`config.mk`:
```
export PLATFORM = sky130hd
export DESIGN_NAME = ahb_lite_des_master
export DESIGN_NICKNAME = d
export VERILOG_FILES = /design/src/rtl/ahb_des_pkg.sv /design/src/rtl/ahb_des_wait_timer.sv /design/src/rtl/ahb_lite_des_master.sv
export SDC_FILE = /design/constraint.sdc
export NUM_CORES = 1
export LEC_CHECK = 0
export CORE_MARGIN = 4
export CORE_UTILIZATION = 45
export CTS_CLUSTER_DIAMETER = 80
export CTS_CLUSTER_SIZE = 28
export DETAILED_ROUTE_END_ITERATION = 10
export DONT_BUFFER_PORTS = 1
export GPL_TIMING_DRIVEN = 0
export HOLD_SLACK_MARGIN = 0.12
export PLACE_DENSITY = 0.62
export RECOVER_POWER = 50
export SYNTH_ARGS = -nofsm -noshare
export SYNTH_HDL_FRONTEND = slang
export SYNTH_SLANG_ARGS = --single-unit
```
`constraint.sdc`:
```
create_clock -name HCLK -period 2.4 [get_ports HCLK]
set_input_delay 0.24 -clock HCLK [delete_from_list [all_inputs] [get_ports HCLK]]
set_output_delay 0.24 -clock HCLK [all_outputs]
set_load 0.005 [all_outputs]
```
`src/rtl/ahb_des_pkg.sv`:
```
// Shared encodings for the AHB-Lite Triple DES master: bus codes, slave register map, FSM states.
package ahb_des_pkg;

  localparam logic [1:0] HTRANS_IDLE   = 2'b00;
  localparam logic [1:0] HTRANS_NONSEQ = 2'b10;

  localparam logic [31:0] OFS_MODE = 32'h0000_0000;
  localparam logic [31:0] OFS_KEY1 = 32'h0000_0400;
  localparam logic [31:0] OFS_KEY2 = 32'h0000_0800;
  localparam logic [31:0] OFS_KEY3 = 32'h0000_0C00;
  localparam logic [31:0] OFS_DATA = 32'h0000_1000;

  localparam logic [2:0] HSIZE_DW      = 3'b011;
  localparam logic [2:0] HBURST_SINGLE = 3'b000;
  localparam logic [3:0] HPROT_DATA    = 4'h3;

  localparam logic [2:0] ST_IDLE    = 3'd0;
  localparam logic [2:0] ST_WR      = 3'd1;
  localparam logic [2:0] ST_WR_LAST = 3'd2;
  localparam logic [2:0] ST_WAIT    = 3'd3;
  localparam logic [2:0] ST_RD_ADDR = 3'd4;
  localparam logic [2:0] ST_RD_DATA = 3'd5;
  localparam logic [2:0] ST_RD_CAP  = 3'd6;
  localparam logic [2:0] ST_RESP    = 3'd7;

  // Write index 0..4 walks mode, key1, key2, key3, data.
  function automatic logic [31:0] reg_ofs(input logic [2:0] idx);
    case (idx)
      3'd0:    return OFS_MODE;
      3'd1:    return OFS_KEY1;
      3'd2:    return OFS_KEY2;
      3'd3:    return OFS_KEY3;
      default: return OFS_DATA;
    endcase
  endfunction

endpackage

```
`src/rtl/ahb_des_wait_timer.sv`:
```
// 8-bit load/enable down-counter; saturates at zero and flags done there.
module ahb_des_wait_timer (
  input  logic       i_clk,
  input  logic       i_rst,
  input  logic       i_load,
  input  logic       i_en,
  input  logic [7:0] i_load_val,
  output logic       o_done
);
  logic [7:0] r_cnt;

  always_ff @(posedge i_clk) begin
    if (i_rst)                      r_cnt <= 8'd0;
    else if (i_load)                r_cnt <= i_load_val;
    else if (i_en && r_cnt != 8'd0) r_cnt <= r_cnt - 8'd1;
  end

  assign o_done = (r_cnt == 8'd0);
endmodule

```
`src/rtl/ahb_lite_des_master.sv`:
```
// AHB-Lite master that programs the Triple DES slave and reads the result back.
// Optional AHB_DES_KEY_CACHE_EN skips mode/key writes when they match the last good job.
module ahb_lite_des_master
  import ahb_des_pkg::*;
#(
  parameter logic [31:0] BASE_ADDR   = 32'h0000_0000,
  parameter int          WAIT_CYCLES = 48
) (
  input  logic        HCLK,
  input  logic        HRESET,
  input  logic        req_valid,
  output logic        req_ready,
  input  logic        req_mode,
  input  logic [63:0] req_key1,
  input  logic [63:0] req_key2,
  input  logic [63:0] req_key3,
  input  logic [63:0] req_data,
  output logic        resp_valid,
  input  logic        resp_ready,
  output logic [63:0] resp_data,
  output logic        resp_err,
  output logic [31:0] HADDR,
  output logic [1:0]  HTRANS,
  output logic        HWRITE,
  output logic [63:0] HWDATA,
  output logic [2:0]  HSIZE,
  output logic [2:0]  HBURST,
  output logic [3:0]  HPROT,
  output logic        HMASTLOCK,
  input  logic        HREADY,
  input  logic        HRESP,
  input  logic [63:0] HRDATA
);
  localparam logic [7:0] WAIT_LOAD = 8'(WAIT_CYCLES - 1);

  logic [2:0]  r_state;
  logic [2:0]  r_idx;
  logic        r_dph;
  logic        r_mode;
  logic [63:0] r_key1, r_key2, r_key3, r_data;
  logic [31:0] r_haddr;
  logic [1:0]  r_htrans;
  logic        r_hwrite;
  logic [63:0] r_hwdata;
  logic        r_resp_valid, r_resp_err;
  logic [63:0] r_resp_data;

  logic        w_hit, w_err, w_done, w_tmr_load, w_tmr_en;
  logic [2:0]  w_start;
  logic [63:0] w_wdata;

  always_comb begin
    case (r_idx)
      3'd0:    w_wdata = {63'b0, r_mode};
      3'd1:    w_wdata = r_key1;
      3'd2:    w_wdata = r_key2;
      3'd3:    w_wdata = r_key3;
      default: w_wdata = r_data;
    endcase
  end

  // r_dph marks a write data phase overlapping the current WR address phase.
  assign w_err = HREADY && HRESP &&
                 ((r_state == ST_WR && r_dph) || r_state == ST_WR_LAST || r_state == ST_RD_DATA);
  assign w_start    = w_hit ? 3'd4 : 3'd0;
  assign w_tmr_load = (r_state == ST_WR_LAST) && HREADY && !HRESP;
  assign w_tmr_en   = (r_state == ST_WAIT) && HREADY;

  ahb_des_wait_timer u_wait (
    .i_clk      (HCLK),
    .i_rst      (HRESET),
    .i_load     (w_tmr_load),
    .i_en       (w_tmr_en),
    .i_load_val (WAIT_LOAD),
    .o_done     (w_done)
  );

`ifdef AHB_DES_KEY_CACHE_EN
  logic        r_c_vld, r_c_mode;
  logic [63:0] r_c_key1, r_c_key2, r_c_key3;

  assign w_hit = r_c_vld && (r_c_mode == req_mode) && (r_c_key1 == req_key1) &&
                 (r_c_key2 == req_key2) && (r_c_key3 == req_key3);

  always_ff @(posedge HCLK) begin
    if (HRESET || w_err) begin
      r_c_vld <= 1'b0;
    end else if (r_state == ST_RD_CAP) begin
      r_c_vld  <= 1'b1;
      r_c_mode <= r_mode;
      r_c_key1 <= r_key1;
      r_c_key2 <= r_key2;
      r_c_key3 <= r_key3;
    end
  end
`else
  assign w_hit = 1'b0;
`endif

  always_ff @(posedge HCLK) begin
    if (HRESET) begin
      r_state      <= ST_IDLE;
      r_idx        <= 3'd0;
      r_dph        <= 1'b0;
      r_mode       <= 1'b0;
      r_key1       <= '0;
      r_key2       <= '0;
      r_key3       <= '0;
      r_data       <= '0;
      r_haddr      <= '0;
      r_htrans     <= HTRANS_IDLE;
      r_hwrite     <= 1'b0;
      r_hwdata     <= '0;
      r_resp_valid <= 1'b0;
      r_resp_err   <= 1'b0;
      r_resp_data  <= '0;
    end else if (w_err) begin
      // Drop whatever is left of the job and report the failure.
      r_state      <= ST_RESP;
      r_dph        <= 1'b0;
      r_htrans     <= HTRANS_IDLE;
      r_resp_valid <= 1'b1;
      r_resp_err   <= 1'b1;
      r_resp_data  <= '0;
    end else begin
      case (r_state)
        ST_IDLE: if (req_valid) begin
          r_mode   <= req_mode;
          r_key1   <= req_key1;
          r_key2   <= req_key2;
          r_key3   <= req_key3;
          r_data   <= req_data;
          r_idx    <= w_start;
          r_dph    <= 1'b0;
          r_haddr  <= BASE_ADDR + reg_ofs(w_start);
          r_htrans <= HTRANS_NONSEQ;
          r_hwrite <= 1'b1;
          r_state  <= ST_WR;
        end
        ST_WR: if (HREADY) begin
          r_hwdata <= w_wdata;
          r_dph    <= 1'b1;
          if (r_idx == 3'd4) begin
            r_htrans <= HTRANS_IDLE;
            r_state  <= ST_WR_LAST;
          end else begin
            r_idx   <= r_idx + 3'd1;
            r_haddr <= BASE_ADDR + reg_ofs(r_idx + 3'd1);
          end
        end
        ST_WR_LAST: if (HREADY) begin
          r_dph   <= 1'b0;
          r_state <= ST_WAIT;
        end
        ST_WAIT: if (HREADY && w_done) begin
          r_haddr  <= BASE_ADDR + OFS_DATA;
          r_htrans <= HTRANS_NONSEQ;
          r_hwrite <= 1'b0;
          r_state  <= ST_RD_ADDR;
        end
        ST_RD_ADDR: if (HREADY) begin
          r_htrans <= HTRANS_IDLE;
          r_state  <= ST_RD_DATA;
        end
        ST_RD_DATA: if (HREADY) r_state <= ST_RD_CAP;
        // Slave registers its read data, so it is valid one cycle after the data phase.
        ST_RD_CAP: begin
          r_resp_data  <= HRDATA;
          r_resp_err   <= 1'b0;
          r_resp_valid <= 1'b1;
          r_state      <= ST_RESP;
        end
        ST_RESP: if (resp_ready) begin
          r_resp_valid <= 1'b0;
          r_state      <= ST_IDLE;
        end
        default: r_state <= ST_IDLE;
      endcase
    end
  end

  assign req_ready  = (r_state == ST_IDLE);
  assign resp_valid = r_resp_valid;
  assign resp_data  = r_resp_data;
  assign resp_err   = r_resp_err;
  assign HADDR      = r_haddr;
  assign HTRANS     = r_htrans;
  assign HWRITE     = r_hwrite;
  assign HWDATA     = r_hwdata;
  assign HSIZE      = HSIZE_DW;
  assign HBURST     = HBURST_SINGLE;
  assign HPROT      = HPROT_DATA;
  assign HMASTLOCK  = 1'b0;
endmodule
```
==> impl_metrics.py <==
metrics = {
    "outcome": {
        "status": "complete, no violations",
    },
    "die": {
        "start_util_pct": 46.0,
        "die_width_um": 197,
        "rows": 68,
        "ioPinCount": 504,
        "core_um2": 34900,
        "die_area_um2": 38800,
        "fp.dieH_um": 197,
    },
    "cts": {
        "path_clk_slew_ps": 100,
        "root_buffer": "clkbuf_16",
        "cts_buffers": 22,
        "cts_tree": "yes",
        "clockBufferDepth": 3,
        "cts_max_level": 1,
        "post_cts_buffers": 0,
        "clk_latency_ps": 560,
        "clkSinkCount": 407,
    },
    "power_and_ir_drop": {
        "fin_total_pwr_w": 0.0149,
        "power_frac_comb_pct": 18.2,
        "clkPwrFrac_pct": 30.8,
        "cellPowerDensity_nw_per_um2": 714,
        "power.leakage_nw": 7.87,
        "seqPwrFrac_pct": 51.0,
        "p_int_w": 0.0104,
        "peakVddDrop_mv": 0.664,
        "switching_power_w": 0.00452,
        "p_sw_share_pct": 30.4,
    },
    "place": {
        "pre_cts_ws_ps": -626,
        "io_buffers": 0,
        "placed_area_um2": 16800,
        "hpwlAfterDp_um": 42800,
        "place.gp.congestion": 0.883,
    },
    "logic_synthesis": {
        "synth_area_um2": 16100,
        "ys_seq_area_share_pct": 50.7,
        "post_synth_num_cell_types": 51,
        "postSynthAreaPerCell_um2": 7.89,
        "async_flop_share_pct": 0,
        "yosysMostFrequentCell": "nand2_1",
        "synth-edff-count": 0,
        "yosys-top-cells-count": "nand2_1, dfxtp_1, a21oi_1, clkbuf_1, o211ai_1",
        "synth_top_cell_by_area": "dfxtp_1",
        "netlist_instances": 2035,
        "synth_top_area_share_pct": 50.7,
        "synth_warnings": 0,
        "ys_seq_elements": 407,
        "synth_area_leaders": "dfxtp_1, nand2_1, a21oi_1, a222oi_1, o211ai_1",
        "synth_flop_cell": "dfxtp_1",
    },
    "global_route": {
        "antenna_found_initial": 11,
        "grt_util_all_layers_pct": 28.7,
        "grt_pass1_wl_um": 88900,
        "grt_max_degree": 29,
        "grt_pass1_vias": 15800,
        "overflow": 0,
    },
    "drt": {
        "drt_pre_antenna_iters": 8,
        "wl_um": 59800,
        "drc": 0,
        "vias_per_cell": 5.52,
        "vias": 16000,
        "ant_nets": 0,
        "wl_per_cell_um": 20.6,
        "drtIter0Drc": 1483,
    },
    "sta": {
        "max-slew-margin-rel_pct": 31.4,
        "rsz0062_at_grt": "false",
        "setup_ws_ps": 95.2,
        "fin_crit_sh_pct": 96.0,
        "setup_viol": 0,
        "worst_slew_pin_slew_ps": 1030,
        "finClkSkew_ps": 24.6,
        "slew_viol_final": 0,
        "fmax_mhz": 434,
        "hold_viol": 0,
        "whs_ps": 140,
        "min_period_ps": 2300,
    },
    "setup_path": {
        "end_kind": "flip-flop",
        "critPathMaxFanout": 10,
        "rrSetupSlack_ps": 120,
        "cp.arrival_ps": 2720,
        "cp_cell_sequence": "dlygate4sd3_1, buf_2, nand2b_1, a21oi_1, nand2_1, clkbuf_1, nand2_1, a21oi_1",
        "start_kind": "input port",
        "required_ps": 2810,
        "crit_path_top_delay_cell": "nand2_1",
        "cpPeakStageDelay_ps": 600,
        "crit_type": "in -> reg",
    },
    "hold_path": {
        "hold_path.class": "in -> reg",
    },
    "cells_and_area": {
        "drive_gt1_share_pct": 6.91,
        "area_growth_pct": 29.7,
        "num-fill-cells": 3053,
        "fin_util_pct": 59.7,
        "num-nets-final": 2756,
        "final_cell_area_um2": 20800,
    },
    "run": {
        "max-cap-violations": 0,
    },
}
cell usage in the layout, fill, tap and decap left out, types with 13 or more instances in the layout:
| cell | instances |
|---|---|
| dfxtp_1 | 407 |
| a222oi_1 | 63 |
| a21oi_1 | 402 |
| nor2_1 | 13 |
| nand2_1 | 778 |
| dlygate4sd3_1 | 325 |
| clkbuf_16 | 23 |
| clkbuf_1 | 85 |
| o211ai_1 | 64 |
| buf_2 | 57 |
| buf_4 | 44 |
| conb_1 | 41 |
| clkbuf_2 | 16 |
critical path: cells and delay by family:
kind                   cells  cell delay (ps)
AOI/OAI and AO/OA          2              360
and+or+nand+nor            3              900
buffers and inverters      3             1220
worst paths after layout:
path	start	to	cells past startpoint
max	HREADY	HWDATA[48]	8
min	HRESP	u_wait.r_cnt[3]	3
max reg2reg	r_idx[1]	HWDATA[34]	8
min reg2reg	r_key3[34]	r_key3[34]	2
sequential cells by signal, indices dropped and copies added, names as in the netlist:
name          flops
r_idx             3
r_dph             1
r_key1           64
HTRANS            1
r_state           3
HWRITE            1
r_data           64
r_mode            1
resp_err          1
r_key2           64
HWDATA           64
resp_valid        1
resp_data        64
r_key3           64
HADDR             3
u_wait.r_cnt      8
logic make-up after synthesis:
family	count (synthesis)	synth area share, %
xor+xnor	7	0.382
simple gates	837	20.5
other cells	2	0.0468
fa+ha+maj	9	0.701
mux	2	0.125
flops	407	50.7
buf+inv	217	6.74
compound gates	554	20.8
layout make-up:
type | instances | area, µm² | share of cell area, %
inverter | 5 | 18.8 | 0.0901
multi-input combinational | 1450 | 6970 | 33.5
antenna | 12 | 30.0 | 0.144
timing repair buffer | 325 | 3250 | 15.6
clock inverter | 12 | 173 | 0.829
sequential | 407 | 8150 | 39.1
tap | 455 | 569 | 2.73
buffer | 209 | 1060 | 5.09
clock buffer | 25 | 603 | 2.90
metrics by stage:
step                cells  TNS, ps
finish               2900        0
global route         2896        0
CTS                  2888        0
detailed placement   2529  -107120
global placement     2529  -105250
floorplan            2074        0
power by group through the flow:
stage | Sequential (W) | Combinational [W] | Clock (W)
2_1_floorplan | 0.00762 | 0.00158 | 0
3_3_place_gp | 0.00771 | 0.00216 | 0
3_5_place_dp | 0.00773 | 0.00221 | 0
4_1_cts | 0.00757 | 0.00268 | 0.00468
5_1_grt | 0.00763 | 0.00297 | 0.00488
6_report | 0.00758 | 0.00270 | 0.00458
metal layers:
metal | wire length [µm] | vias up | GRT usage (%)
met3 | 4640 | 161 | 5.16
met5 | 34 | - | 0
met1 | 23200 | 7515 | 34.7
met2 | 29600 | 739 | 51.3
li1 | - | 7575 | -
met4 | 2420 | 6 | 10.3
what timing repair did:
item / CTS / global route
pin swaps: 0 / 1
resized for setup: 7 / 14
hold endpoints to repair: 329 / 0
hold buffers: 325 / 0
cloned: 0 / 0
setup endpoints to repair: 263 / 34
Power figures use the tool's default switching activity.
